`src/rtl/kamus_ctrl_fsm.sv`:
```
// Purpose: sequenced control FSM for kamus-v; drives PC/writeback/L1D/regfile strobes.
// Latency: ALU/not-taken 1 cycle, redirects 1+FLUSH_CYCLES, memory 1+k (trap after MEM_TIMEOUT).
// Backpressure: instr_ready_o high only in IDLE outside reset; valid elsewhere is ignored.
module kamus_ctrl_fsm #(
    parameter int MEM_TIMEOUT  = 16,
    parameter int FLUSH_CYCLES = 2
) (
    input  logic       clk_i,
    input  logic       rst_i,
    input  logic       instr_valid_i,
    output logic       instr_ready_o,
    input  logic [2:0] op_class_i,
    input  logic       branch_taken_i,
    input  logic       mem_ack_i,
    output logic [1:0] instr_addr_state_o,
    output logic       wb_sel_o,
    output logic       l1d_req_o,
    output logic       l1d_wr_en_o,
    output logic       regfile_wr_en_o,
    output logic       pc_en_o,
    output logic       flush_o,
    output logic       trap_o,
    output logic       trap_cause_o,
    output logic [2:0] state_o
);

    localparam int MCW = $clog2(MEM_TIMEOUT + 1);
    localparam int FCW = $clog2(FLUSH_CYCLES + 1);
    localparam logic [MCW-1:0] MEM_LAST   = MCW'(MEM_TIMEOUT - 1);
    localparam logic [FCW-1:0] FLUSH_LAST = FCW'(FLUSH_CYCLES - 1);

    localparam logic [2:0] CLS_ALU    = 3'd0;
    localparam logic [2:0] CLS_LOAD   = 3'd1;
    localparam logic [2:0] CLS_STORE  = 3'd2;
    localparam logic [2:0] CLS_BRANCH = 3'd3;
    localparam logic [2:0] CLS_JUMP   = 3'd4;

    localparam logic [1:0] PC_ST   = 2'd0;
    localparam logic [1:0] B_ST    = 2'd1;
    localparam logic [1:0] J_ST    = 2'd2;
    localparam logic [1:0] TRAP_ST = 2'd3;

    localparam logic WB_ALU = 1'b0;
    localparam logic WB_MEM = 1'b1;

    localparam logic CAUSE_ILLEGAL = 1'b0;
    localparam logic CAUSE_TIMEOUT = 1'b1;

    typedef enum logic [2:0] {
        ST_IDLE  = 3'd0,
        ST_EXEC  = 3'd1,
        ST_MEM   = 3'd2,
        ST_FLUSH = 3'd3,
        ST_TRAP  = 3'd4
    } state_t;

    state_t         state_q, state_d;
    logic [MCW-1:0] mem_cnt_q, mem_cnt_d;
    logic [FCW-1:0] flush_cnt_q, flush_cnt_d;
    logic [2:0]     op_q, op_d;
    logic           taken_q, taken_d;
    logic           cause_q, cause_d;
    logic           accept;

    // Ready is forced low during reset so nothing is accepted while rst_i is high.
    assign instr_ready_o = (state_q == ST_IDLE) && !rst_i;
    assign accept        = instr_valid_i && instr_ready_o;
    assign trap_cause_o  = cause_q;
    assign state_o       = state_q;

    always_ff @(posedge clk_i or posedge rst_i) begin
        if (rst_i) begin
            state_q     <= ST_IDLE;
            mem_cnt_q   <= '0;
            flush_cnt_q <= '0;
            op_q        <= CLS_ALU;
            taken_q     <= 1'b0;
            cause_q     <= CAUSE_ILLEGAL;
        end else begin
            state_q     <= state_d;
            mem_cnt_q   <= mem_cnt_d;
            flush_cnt_q <= flush_cnt_d;
            op_q        <= op_d;
            taken_q     <= taken_d;
            cause_q     <= cause_d;
        end
    end

    always_comb begin
        state_d            = state_q;
        mem_cnt_d          = mem_cnt_q;
        flush_cnt_d        = flush_cnt_q;
        op_d               = op_q;
        taken_d            = taken_q;
        cause_d            = cause_q;
        instr_addr_state_o = PC_ST;
        wb_sel_o           = WB_ALU;
        l1d_req_o          = 1'b0;
        l1d_wr_en_o        = 1'b0;
        regfile_wr_en_o    = 1'b0;
        pc_en_o            = 1'b0;
        flush_o            = 1'b0;
        trap_o             = 1'b0;

        unique case (state_q)
            ST_IDLE: begin
                if (accept) begin
                    op_d    = op_class_i;
                    taken_d = branch_taken_i;
                    if (op_class_i > CLS_JUMP) begin
                        cause_d = CAUSE_ILLEGAL;
                        state_d = ST_TRAP;
                    end else begin
                        state_d = ST_EXEC;
                    end
                end
            end

            ST_EXEC: begin
                flush_cnt_d = '0;
                mem_cnt_d   = '0;
                unique case (op_q)
                    CLS_ALU: begin
                        regfile_wr_en_o = 1'b1;
                        pc_en_o         = 1'b1;
                        state_d         = ST_IDLE;
                    end
                    CLS_JUMP: begin
                        regfile_wr_en_o    = 1'b1;
                        pc_en_o            = 1'b1;
                        instr_addr_state_o = J_ST;
                        state_d            = ST_FLUSH;
                    end
                    CLS_BRANCH: begin
                        pc_en_o = 1'b1;
                        if (taken_q) begin
                            instr_addr_state_o = B_ST;
                            state_d            = ST_FLUSH;
                        end else begin
                            state_d = ST_IDLE;
                        end
                    end
                    CLS_LOAD, CLS_STORE: begin
                        state_d = ST_MEM;
                    end
                    default: begin
                        state_d = ST_IDLE;
                    end
                endcase
            end

            ST_MEM: begin
                l1d_req_o   = 1'b1;
                l1d_wr_en_o = (op_q == CLS_STORE);
                // An ack in the final allowed cycle still completes normally.
                if (mem_ack_i) begin
                    pc_en_o = 1'b1;
                    if (op_q == CLS_LOAD) begin
                        regfile_wr_en_o = 1'b1;
                        wb_sel_o        = WB_MEM;
                    end
                    state_d = ST_IDLE;
                end else if (mem_cnt_q == MEM_LAST) begin
                    cause_d = CAUSE_TIMEOUT;
                    state_d = ST_TRAP;
                end else begin
                    mem_cnt_d = mem_cnt_q + MCW'(1);
                end
            end

            ST_FLUSH: begin
                flush_o = 1'b1;
                if (flush_cnt_q == FLUSH_LAST) begin
                    flush_cnt_d = '0;
                    state_d     = ST_IDLE;
                end else begin
                    flush_cnt_d = flush_cnt_q + FCW'(1);
                end
            end

            ST_TRAP: begin
                trap_o             = 1'b1;
                flush_o            = 1'b1;
                pc_en_o            = 1'b1;
                instr_addr_state_o = TRAP_ST;
                flush_cnt_d        = '0;
                state_d            = ST_FLUSH;
            end

            default: begin
                state_d = ST_IDLE;
            end
        endcase
    end

endmodule

```
`config.mk`:
```
export PLATFORM = sky130hd
export DESIGN_NAME = kamus_ctrl_fsm
export DESIGN_NICKNAME = d
export VERILOG_FILES = /design/src/rtl/kamus_ctrl_fsm.sv
export SDC_FILE = /design/constraint.sdc
export NUM_CORES = 1
export LEC_CHECK = 0
export ABC_AREA = 1
export CORE_ASPECT_RATIO = 1.1
export CORE_UTILIZATION = 45
export CTS_BUF_LIST = sky130_fd_sc_hd__clkbuf_8
export DETAILED_ROUTE_END_ITERATION = 10
export GPL_TIMING_DRIVEN = 0
export PLACE_DENSITY = 0.85
export SLEW_MARGIN = 0
export SYNTH_ARGS = -nofsm -noshare
export SYNTH_HDL_FRONTEND = slang
export SYNTH_SLANG_ARGS = --single-unit
```
`constraint.sdc`:
```
create_clock -name clk_i -period 1.39 [get_ports clk_i]
set_input_delay 0.3475 -clock clk_i [delete_from_list [all_inputs] [get_ports clk_i]]
set_output_delay 0.3475 -clock clk_i [all_outputs]
set_load 0.02 [all_outputs]
```
==> results.yml, run 1 <==
outcome:
  status: "finished, violations left"
  violations: "setup timing"
layout:
  num-nets-final: 183
  fin_cells: 199
  diodes: 0
  syn2layout_area_growth_pct: 75.8
  fin_area_sq_mm: 0.00158
  drive_gt1_share_pct: 52.9
  n_fill_cell: 87
hold_path:
  hold_depth: 2
  hp-class: "register to register"
  min_from: "trap_cause_o$_DFFE_PP0P_"
  worst_hold_path.endpoint: "trap_cause_o$_DFFE_PP0P_"
setup_path:
  cp-end-kind: "output port"
  slowest_delay_ns: 0.45
  cp_cell_sequence: "nor2_4 > nand2_8 > inv_4 > nand2_2 > nand4_1 > buf_4"
  cp_max_fo: 4
  cp-start-kind: "register"
  cp.arrival_ns: 1.36
  r2r-end: "state_o[0]$_DFFE_PP0P_"
  worstPathRequired_ns: 1.04
  critPathSlowestCell: "dfrtp_2"
  crit_family: "simple AND/OR/NAND/NOR gates"
  r2r_setup_slack_ns: -0.23
  rr_worst_depth: 12
  path_buf_inv: 2
  reg2reg_from: "mem_cnt_q[0]$_DFFE_PP0P_"
  crit_type: "register to output port"
cts:
  clk_pin_slew_ns: 0.06
  cts_max_level: 1
  cts_sinks: 15
  cts_tree: "done"
  cts_root_buf: "clkbuf_8"
  cts_buffer_depth: 2
  cts_buffers: 3
  hold_buffers: 0
  clk_latency_ns: 0.25
timing:
  setup_viol: 24
  slew_headroom_pct: 60.2
  setup_slack_ns: -0.317
  rsz0062_at_grt: "true"
  skew_ns: 0.000820
  period_minus_slack_ns: 1.71
  fin_tns_setup_ns: -4.11
  hold_violations: 0
  worst_hold_slack_ns: 0.468
  post-route-period-util_pct: 123
  fmax_mhz: 586
  tightest_slew_ns: 0.596
  drv_slew: 0
floorplanning:
  rows: 16
  io_pins: 22
  die-area_sq_mm: 0.00217
  core_sq_mm: 0.00182
  fp.dieH_microns: 48.8
  die_width_microns: 44.5
  start_util_pct: 49.2
synth:
  synth_cell_types: 22
  syn_inst: 121
  synth_nets: 131
  synth_area_leader_cell: "dfrtp_1"
  syn_avg_cell_area_sq_um: 7.40
  yosys-top-cells-area: "dfrtp_1, nand2_1, inv_1"
  yosysWarnings: 0
  synthDominantCellAreaShare_pct: 41.9
  seq_area_frac_synth_pct: 41.9
  netlist_area_sq_um: 896
  ys_seq_elements: 15
global_routing:
  grt_pass1_wl_mm: 4.45
  grt_pass1_vias: 1075
  grt_max_degree: 16
  gr-usage-all-layers_pct: 28.1
  grt-ovfl-total: 0
  antenna_found_initial: 0
drt:
  viasPerCell: 5.42
  drt-pass1-iter-count: 4
  drc: 0
  ant_nets: 0
  drtIter0Drc: 18
  wl_mm: 3.19
  wl_per_cell_microns: 16.0
  vias: 1079
power_and_ir_drop:
  p_per_area_mw_per_mm2: 2120
  switching_share_pct: 47.2
  internal-power_uw: 1770
  leakage_uw: 0.000795
  p_clk_share_pct: 10.9
  peakVddDrop_mv: 1.52
  combPwrFrac_pct: 66.6
  p_total_uw: 3340
  seqPwrFrac_pct: 22.5
  p_switching_uw: 1580
place:
  portBuffers: 21
  placedCellCount: 169
  hpwl_mm: 1.58
  routabilityCongestion: 0.813
  place_area_sq_mm: 0.00121
run:
  cap_viol_max_count: 0
registers in the layout, indices dropped and copies added, names as in the netlist:
signal,count
mem_cnt_q,5
op_q,3
state_o,3
flush_cnt_q,2
taken_q,1
trap_cause_o,1
worst reg2reg max path: cells and delay by family (launching register included):
family	cells	cell delay [ns]
buffers and inverters	2	0.15
and+or+nand+nor	8	0.56
adders and majority gates	2	0.38
DFF	1	0.41
through the flow:
step / util, % / setup slack [ns]
3_5_place_dp: 66.3 / -0.656
2_1_floorplan: - / -0.0851
3_3_place_gp: 66.3 / -0.633
6_report: 86.5 / -0.317
5_1_grt: 86.5 / -0.361
4_1_cts: 81.9 / -0.295
worst max-delay path by stage:
stage | start | end | slack [ns] | cells after the start
2_1_floorplan | state_o[0]$_DFFE_PP0P_ | pc_en_o | -0.09 | 5
3_3_place_gp | mem_ack_i | regfile_wr_en_o | -0.63 | 4
3_5_place_dp | mem_ack_i | regfile_wr_en_o | -0.66 | 4
4_1_cts | state_o[2]$_DFFE_PP0P_ | pc_en_o | -0.29 | 6
5_1_grt | state_o[1]$_DFFE_PP0P_ | pc_en_o | -0.36 | 6
6_report | state_o[1]$_DFFE_PP0P_ | pc_en_o | -0.32 | 6
area by class of cell:
type                    count  area (sq um)  share of cell area (%)
clock buffers               3          41.3                    2.62
inverters                  22          92.6                    5.88
flip-flops and latches     15           379                    24.1
clock inverters             1          3.75                   0.238
repair buffers             47           420                    26.7
multi-input cells          84           604                    38.4
well taps                  27          33.8                    2.14
kinds of logic after synthesis:
group / after synthesis / share of synthesized area (%)
AND/OR/NAND/NOR: 64 / 33.1
buffers and inverters: 22 / 9.22
AO/OA/AOI/OAI: 15 / 9.92
flip-flops: 15 / 41.9
XOR/XNOR: 2 / 1.96
adder cells (fa/ha/maj): 2 / 2.79
multiplexers: 1 / 1.12
cell usage after synthesis:
cell       n
o21a_1     1
o22ai_1    1
nand3_1   11
o21ai_2    2
a21boi_0   1
inv_1     20
nor2_4     1
xor2_1     1
xnor2_1    1
o21ai_1    2
nor2_2     2
nor2_1    16
dfrtp_1   15
nand2_4    1
nand4_1    6
o21ai_0    5
nand2_1   24
inv_2      2
mux2i_1    1
nand2_2    3
ha_1       2
a21oi_1    3
cells in the final DEF (no fill, tap or decap), types with 2 or more instances in the layout:
cell type / instances
clkdlybuf4s50_1: 7
a21oi_1: 3
inv_2: 4
buf_4: 25
dfrtp_1: 12
nand2_2: 8
nand2_4: 5
nor2_4: 8
buf_6: 11
ha_2: 2
o21ai_0: 2
dfrtp_2: 3
inv_1: 15
inv_4: 4
clkbuf_8: 3
nand3_2: 4
nand4_1: 6
nor2_1: 7
nor2_2: 4
o21ai_1: 2
o21ai_2: 4
nand2_1: 14
nand3_1: 7
power by group through the flow:
stage	sequential (uW)	clock, uW	combinational [uW]
finish	751	363	2230
global route	762	371	2360
CTS	737	348	1910
detailed placement	745	0	1410
global placement	739	0	1370
floorplan	776	0	898
repair_timing:
action / 4_1_cts / 5_1_grt
buffers inserted: 21 / 7
gates resized for setup: 91 / 14
pin swaps: 15 / 7
hold endpoints to repair: 0 / 0
setup endpoints to repair: 23 / 25
per-layer routing:
layer / routed length, microns / global-route usage [%] / vias to the layer above / share of wire (%)
li1: - / - / 492 / -
met1: 1200 / 30.6 / 516 / 38
met2: 1690 / 48.8 / 53 / 53
met3: 141 / 5.19 / 18 / 4.4
met4: 157 / 16.7 / 0 / 4.9
met5: 0 / 0 / - / 0
(Power assumes the default switching activity.)
==> run 2, diff against run 1 <==
- CORE_UTILIZATION: 45 -> 43
- CTS_BUF_LIST: sky130_fd_sc_hd__clkbuf_8 -> default
- PLACE_DENSITY: 0.85 -> 0.82
- TNS_END_PERCENT: default -> 20
==> results.yml, run 2 (same netlist as run 1, synthesis figures left out) <==
outcome:
  status: "finished, violations left"
  violations: "setup timing"
cts:
  cts_root_buf: "clkbuf_4"
  cts_buffer_depth: 2
  cts_buffers: 3
  cts_sinks: 15
  clk_latency_ns: 0.29
  cts_max_level: 1
  cts_tree: "done"
  clk_pin_slew_ns: 0.10
  hold_buffers: 0
layout:
  n_fill_cell: 131
  syn2layout_area_growth_pct: 56.7
  final_common_cell: "nand2_1"
  fin_cells: 187
  num-nets-final: 171
  diodes: 0
  final_cell_mix: "nand2_1, buf_4, inv_1"
  regMostFlops: "mem_cnt_q"
  drive_gt1_share_pct: 43.8
  largest_reg_flops: 5
setup_path:
  cp-start-kind: "register"
  worstPathRequired_ns: 1.04
  rr_worst_depth: 12
  reg2reg_from: "mem_cnt_q[0]$_DFFE_PP0P_"
  cp.arrival_ns: 1.42
  r2r_setup_slack_ns: -0.23
  cp_max_fo: 5
  crit_type: "register to output port"
  r2r-end: "state_o[0]$_DFFE_PP0P_"
  cp-end-kind: "output port"
global_routing:
  grt_max_degree: 16
  gr-usage-all-layers_pct: 24.3
  grt-ovfl-total: 0
  grt_pass1_wl_mm: 3.97
  antenna_found_initial: 0
  grt_pass1_vias: 938
drt:
  wl_per_cell_microns: 13.0
  wl_mm: 2.43
  drtIter0Drc: 27
  viasPerCell: 5.29
  drc: 0
  vias: 990
  drt-pass1-iter-count: 5
  ant_nets: 0
timing:
  tightest_slew_ns: 0.575
  rsz0062_at_grt: "true"
  slew_headroom_pct: 61.6
  fmax_mhz: 565
  drv_slew: 0
  post-route-period-util_pct: 127
  skew_ns: 0.00395
  setup_viol: 20
  setup_slack_ns: -0.381
  hold_violations: 0
  period_minus_slack_ns: 1.77
power_and_ir_drop:
  internal-power_uw: 1470
  p_clk_share_pct: 9.1
  combPwrFrac_pct: 65.0
  switching_share_pct: 48.6
  seqPwrFrac_pct: 26.0
  p_switching_uw: 1390
  leakage_uw: 0.000712
  peakVddDrop_mv: 1.65
  p_per_area_mw_per_mm2: 2040
floorplanning:
  core_sq_mm: 0.00186
  die_width_microns: 45.5
  die-area_sq_mm: 0.00227
  io_pins: 22
  fp.dieH_microns: 49.9
  rows: 16
  start_util_pct: 48.1
place:
  hpwl_mm: 1.52
  dpl_worst_slack_ns: -0.658
  routabilityCongestion: 0.838
  portBuffers: 21
  placedCellCount: 169
hold_path:
  hold_depth: 2
  hp-class: "register to register"
  worst_hold_path.endpoint: "trap_cause_o$_DFFE_PP0P_"
  min_from: "trap_cause_o$_DFFE_PP0P_"
run:
  cap_viol_max_count: 0
-- run 2: cell count changes in the layout (fill, tap and decap cells not counted), sizes merged --
cell / previous run / this run
buf: 38 / 25
clkinv: 0 / 1
clkbuf: 4 / 5
inv: 23 / 22
-- run 2: stage by stage --
| stage | TNS (ns) | instance area, sq um | hold slack (ns) | utilization [%] | power (uW) |
|---|---|---|---|---|---|
| floorplan | -0.461 | 953 | 0.249 | - | 1670 |
| global placement | -5.97 | 1200 | 0.460 | 64.3 | 2110 |
| detailed placement | -6.31 | 1200 | 0.469 | 64.3 | 2140 |
| CTS | -3.70 | 1330 | 0.494 | 71.2 | 2620 |
| global route | -5.82 | 1400 | 0.524 | 75.4 | 3050 |
| finish | -4.09 | 1400 | 0.488 | 75.4 | 2870 |
-- run 2: power groups by stage --
stage / Clock (uW) / Combinational, uW / Sequential, uW
after floorplan: 0 / 890 / 776
after global placement: 0 / 1370 / 737
after detailed placement: 0 / 1400 / 741
after CTS: 262 / 1630 / 731
after global routing: 288 / 2000 / 769
final: 260 / 1860 / 745
-- run 2: layout make-up --
class                      count  area (sq um)  share of cell area (%)
clock inverter                 1          5.00                   0.357
multi-input combinational     84           563                    40.1
tap                           27          33.8                    2.41
clock buffer                   3          22.5                    1.60
sequential                    15           379                    27.0
inverter                      22          90.1                    6.42
timing repair buffer          35           310                    22.1
-- run 2: per-layer routing --
metal	up-vias	GRT usage (%)	share of wire, %
met1	468	27.7	36
met5	-	0	0
li1	464	-	-
met2	44	42.1	55
met4	0	10.6	3.4
met3	14	4.76	5.5
-- run 2: worst max-delay path by stage --
| stage | from | end | slack, ns | depth (start not counted) |
|---|---|---|---|---|
| 2_1_floorplan | state_o[0]$_DFFE_PP0P_ | pc_en_o | -0.09 | 5 |
| 3_3_place_gp | mem_ack_i | regfile_wr_en_o | -0.65 | 4 |
| 3_5_place_dp | mem_ack_i | regfile_wr_en_o | -0.66 | 4 |
| 4_1_cts | state_o[2]$_DFFE_PP0P_ | pc_en_o | -0.38 | 6 |
| 5_1_grt | state_o[1]$_DFFE_PP0P_ | pc_en_o | -0.45 | 6 |
| 6_report | state_o[1]$_DFFE_PP0P_ | pc_en_o | -0.38 | 6 |
-- run 2: what timing repair did --
action | CTS | global route
setup endpoints to repair | 23 | 25
pin swaps | 10 | 8
buffers inserted | 7 | 7
resized for setup | 76 | 18
-- run 2: worst max-delay path, stage by stage, from the launching register on --
cell and delay [ns]:
dfrtp_2 0.47, nor2_4 0.20, nand2_8 0.08, inv_4 0.07
nand4_1 0.08, nand4_1 0.11, buf_6 0.13
==> run 3, diff against run 2 <==
- CTS_CLUSTER_DIAMETER: default -> 150
- REMOVE_ABC_BUFFERS: default -> 1
==> results.yml, run 3 (same netlist as run 1, synthesis figures left out) <==
drt:
  drtIter0Drc: 33
  wl_mm: 2.59
  ant_nets: 0
  wl_per_cell_microns: 13.7
  drt-pass1-iter-count: 4
  vias: 989
  drc: 0
  viasPerCell: 5.23
floorplanning:
  die_width_microns: 45.5
  core_sq_mm: 0.00186
  io_pins: 22
  fp.dieH_microns: 49.9
  die-area_sq_mm: 0.00227
  start_util_pct: 48.1
  rows: 16
place:
  routabilityCongestion: 0.832
  place_area_sq_mm: 0.00114
  portBuffers: 21
  hpwl_mm: 1.54
timing:
  hold_violations: 0
  tightest_slew_ns: 0.572
  slew_headroom_pct: 61.8
  period_minus_slack_ns: 1.78
  drv_slew: 0
  skew_ns: 0.00312
  fmax_mhz: 561
  post-route-period-util_pct: 128
  setup_viol: 21
  rsz0062_at_grt: "true"
  setup_slack_ns: -0.391
run:
  cap_viol_max_count: 0
hold_path:
  hold_depth: 2
  hp-class: "register to register"
cts:
  cts_sinks: 15
  clk_pin_slew_ns: 0.09
  clk_latency_ns: 0.30
  cts_buffer_depth: 2
  cts_buffers: 3
  cts_root_buf: "clkbuf_4"
  cts_tree: "done"
  hold_buffers: 0
  cts_max_level: 1
setup_path:
  crit_top_cell: "nand2_4"
  cp_cell_sequence: "nor2_4 > nand2_4 > inv_4 > nand2_4 > o21ai_2 > buf_6"
  critPathSlowestCell: "dfrtp_2"
  worstPathRequired_ns: 1.04
  slowest_delay_ns: 0.47
  cp_max_fo: 6
  path_depth: 6
  crit_family: "flip-flops"
  cp.arrival_ns: 1.43
  crit_type: "register to output port"
  cp-start-kind: "register"
  path_buf_inv: 2
  cp-end-kind: "output port"
  rr_worst_depth: 12
layout:
  final_cell_mix: "buf_4, nand2_1, inv_1"
  diodes: 0
  drive_gt1_share_pct: 40.1
  regMostFlops: "mem_cnt_q"
  largest_reg_flops: 5
  final_common_cell: "buf_4"
  num-nets-final: 173
  syn2layout_area_growth_pct: 53.6
  n_fill_cell: 128
  fin_area_sq_mm: 0.00138
power_and_ir_drop:
  p_total_uw: 2860
  peakVddDrop_mv: 1.26
  p_per_area_mw_per_mm2: 2080
  leakage_uw: 0.000714
global_routing:
  grt_pass1_vias: 938
  use_met3_pct: 5.49
  antenna_found_initial: 0
  gr-usage-all-layers_pct: 22.8
  grt_max_degree: 16
  grt-ovfl-total: 0
  gr-usage-met2_pct: 41.0
  grt_pass1_wl_mm: 3.75
  top_usage_layer: "met2"
  met1_usage_pct: 25.1
outcome:
  status: "finished, violations left"
  violations: "setup timing"
## run 3: path summary, 6_finish.rpt
path	slack [ns]	startpoint	end
min in group asynchronous	0.53	rst_i	taken_q$_DFFE_PP0P_
worst min register to register	0.51	trap_cause_o$_DFFE_PP0P_	trap_cause_o$_DFFE_PP0P_
worst max register to register	-0.20	mem_cnt_q[0]$_DFFE_PP0P_	state_o[0]$_DFFE_PP0P_
worst min-delay path	0.51	trap_cause_o$_DFFE_PP0P_	trap_cause_o$_DFFE_PP0P_
max in group asynchronous	0.46	rst_i	state_o[0]$_DFFE_PP0P_
worst max-delay path	-0.39	state_o[2]$_DFFE_PP0P_	regfile_wr_en_o
## run 3: what timing repair did
action | in CTS | in global routing
pin swaps | 9 | 4
setup buffers | 9 | 7
endpoints found under the setup margin | 23 | 22
resized for setup | 86 | 23
## run 3: metal layers
layer / vias up / routed length (microns)
met3: 10 / 129
met2: 39 / 1360
li1: 469 / -
met4: 0 / 82
met1: 471 / 1020
met5: - / 0
## run 3: tightest hold or removal path, cell delays in order (launching register included)
cell and delay (ns):
dfrtp_1 0.36, nand2_1 0.06, nand2_1 0.06
## run 3: per-stage QoR
step | worst slack [ns] | hold slack, ns | util (%) | setup TNS [ns] | std cells
after floorplan | -0.526 | 0.249 | - | -2.72 | 121
after global placement | -0.681 | 0.453 | 61.2 | -6.63 | 169
after detailed placement | -0.676 | 0.466 | 61.2 | -7.08 | 169
after CTS | -0.325 | 0.482 | 68.3 | -3.66 | 182
after global routing | -0.466 | 0.531 | 73.9 | -5.60 | 189
final | -0.391 | 0.510 | 73.9 | -4.09 | 189
## run 3: layout make-up
cell class                      instances  area (sq um)  share of cell area [%]
Inverter                               22          90.1                    6.55
Clock buffer                            4          26.3                    1.91
Multi-Input combinational cell         84           526                    38.2
Sequential cell                        15           379                    27.5
Tap cell                               27          33.8                    2.45
Timing Repair Buffer                   37           322                    23.4
## run 3: power breakdown
part / switching [uW] / leakage, uW / internal (uW)
sequential: 165 / 0.000191 / 579
combinational: 1050 / 0.000509 / 801
clock: 155 / 0.0000150 / 112
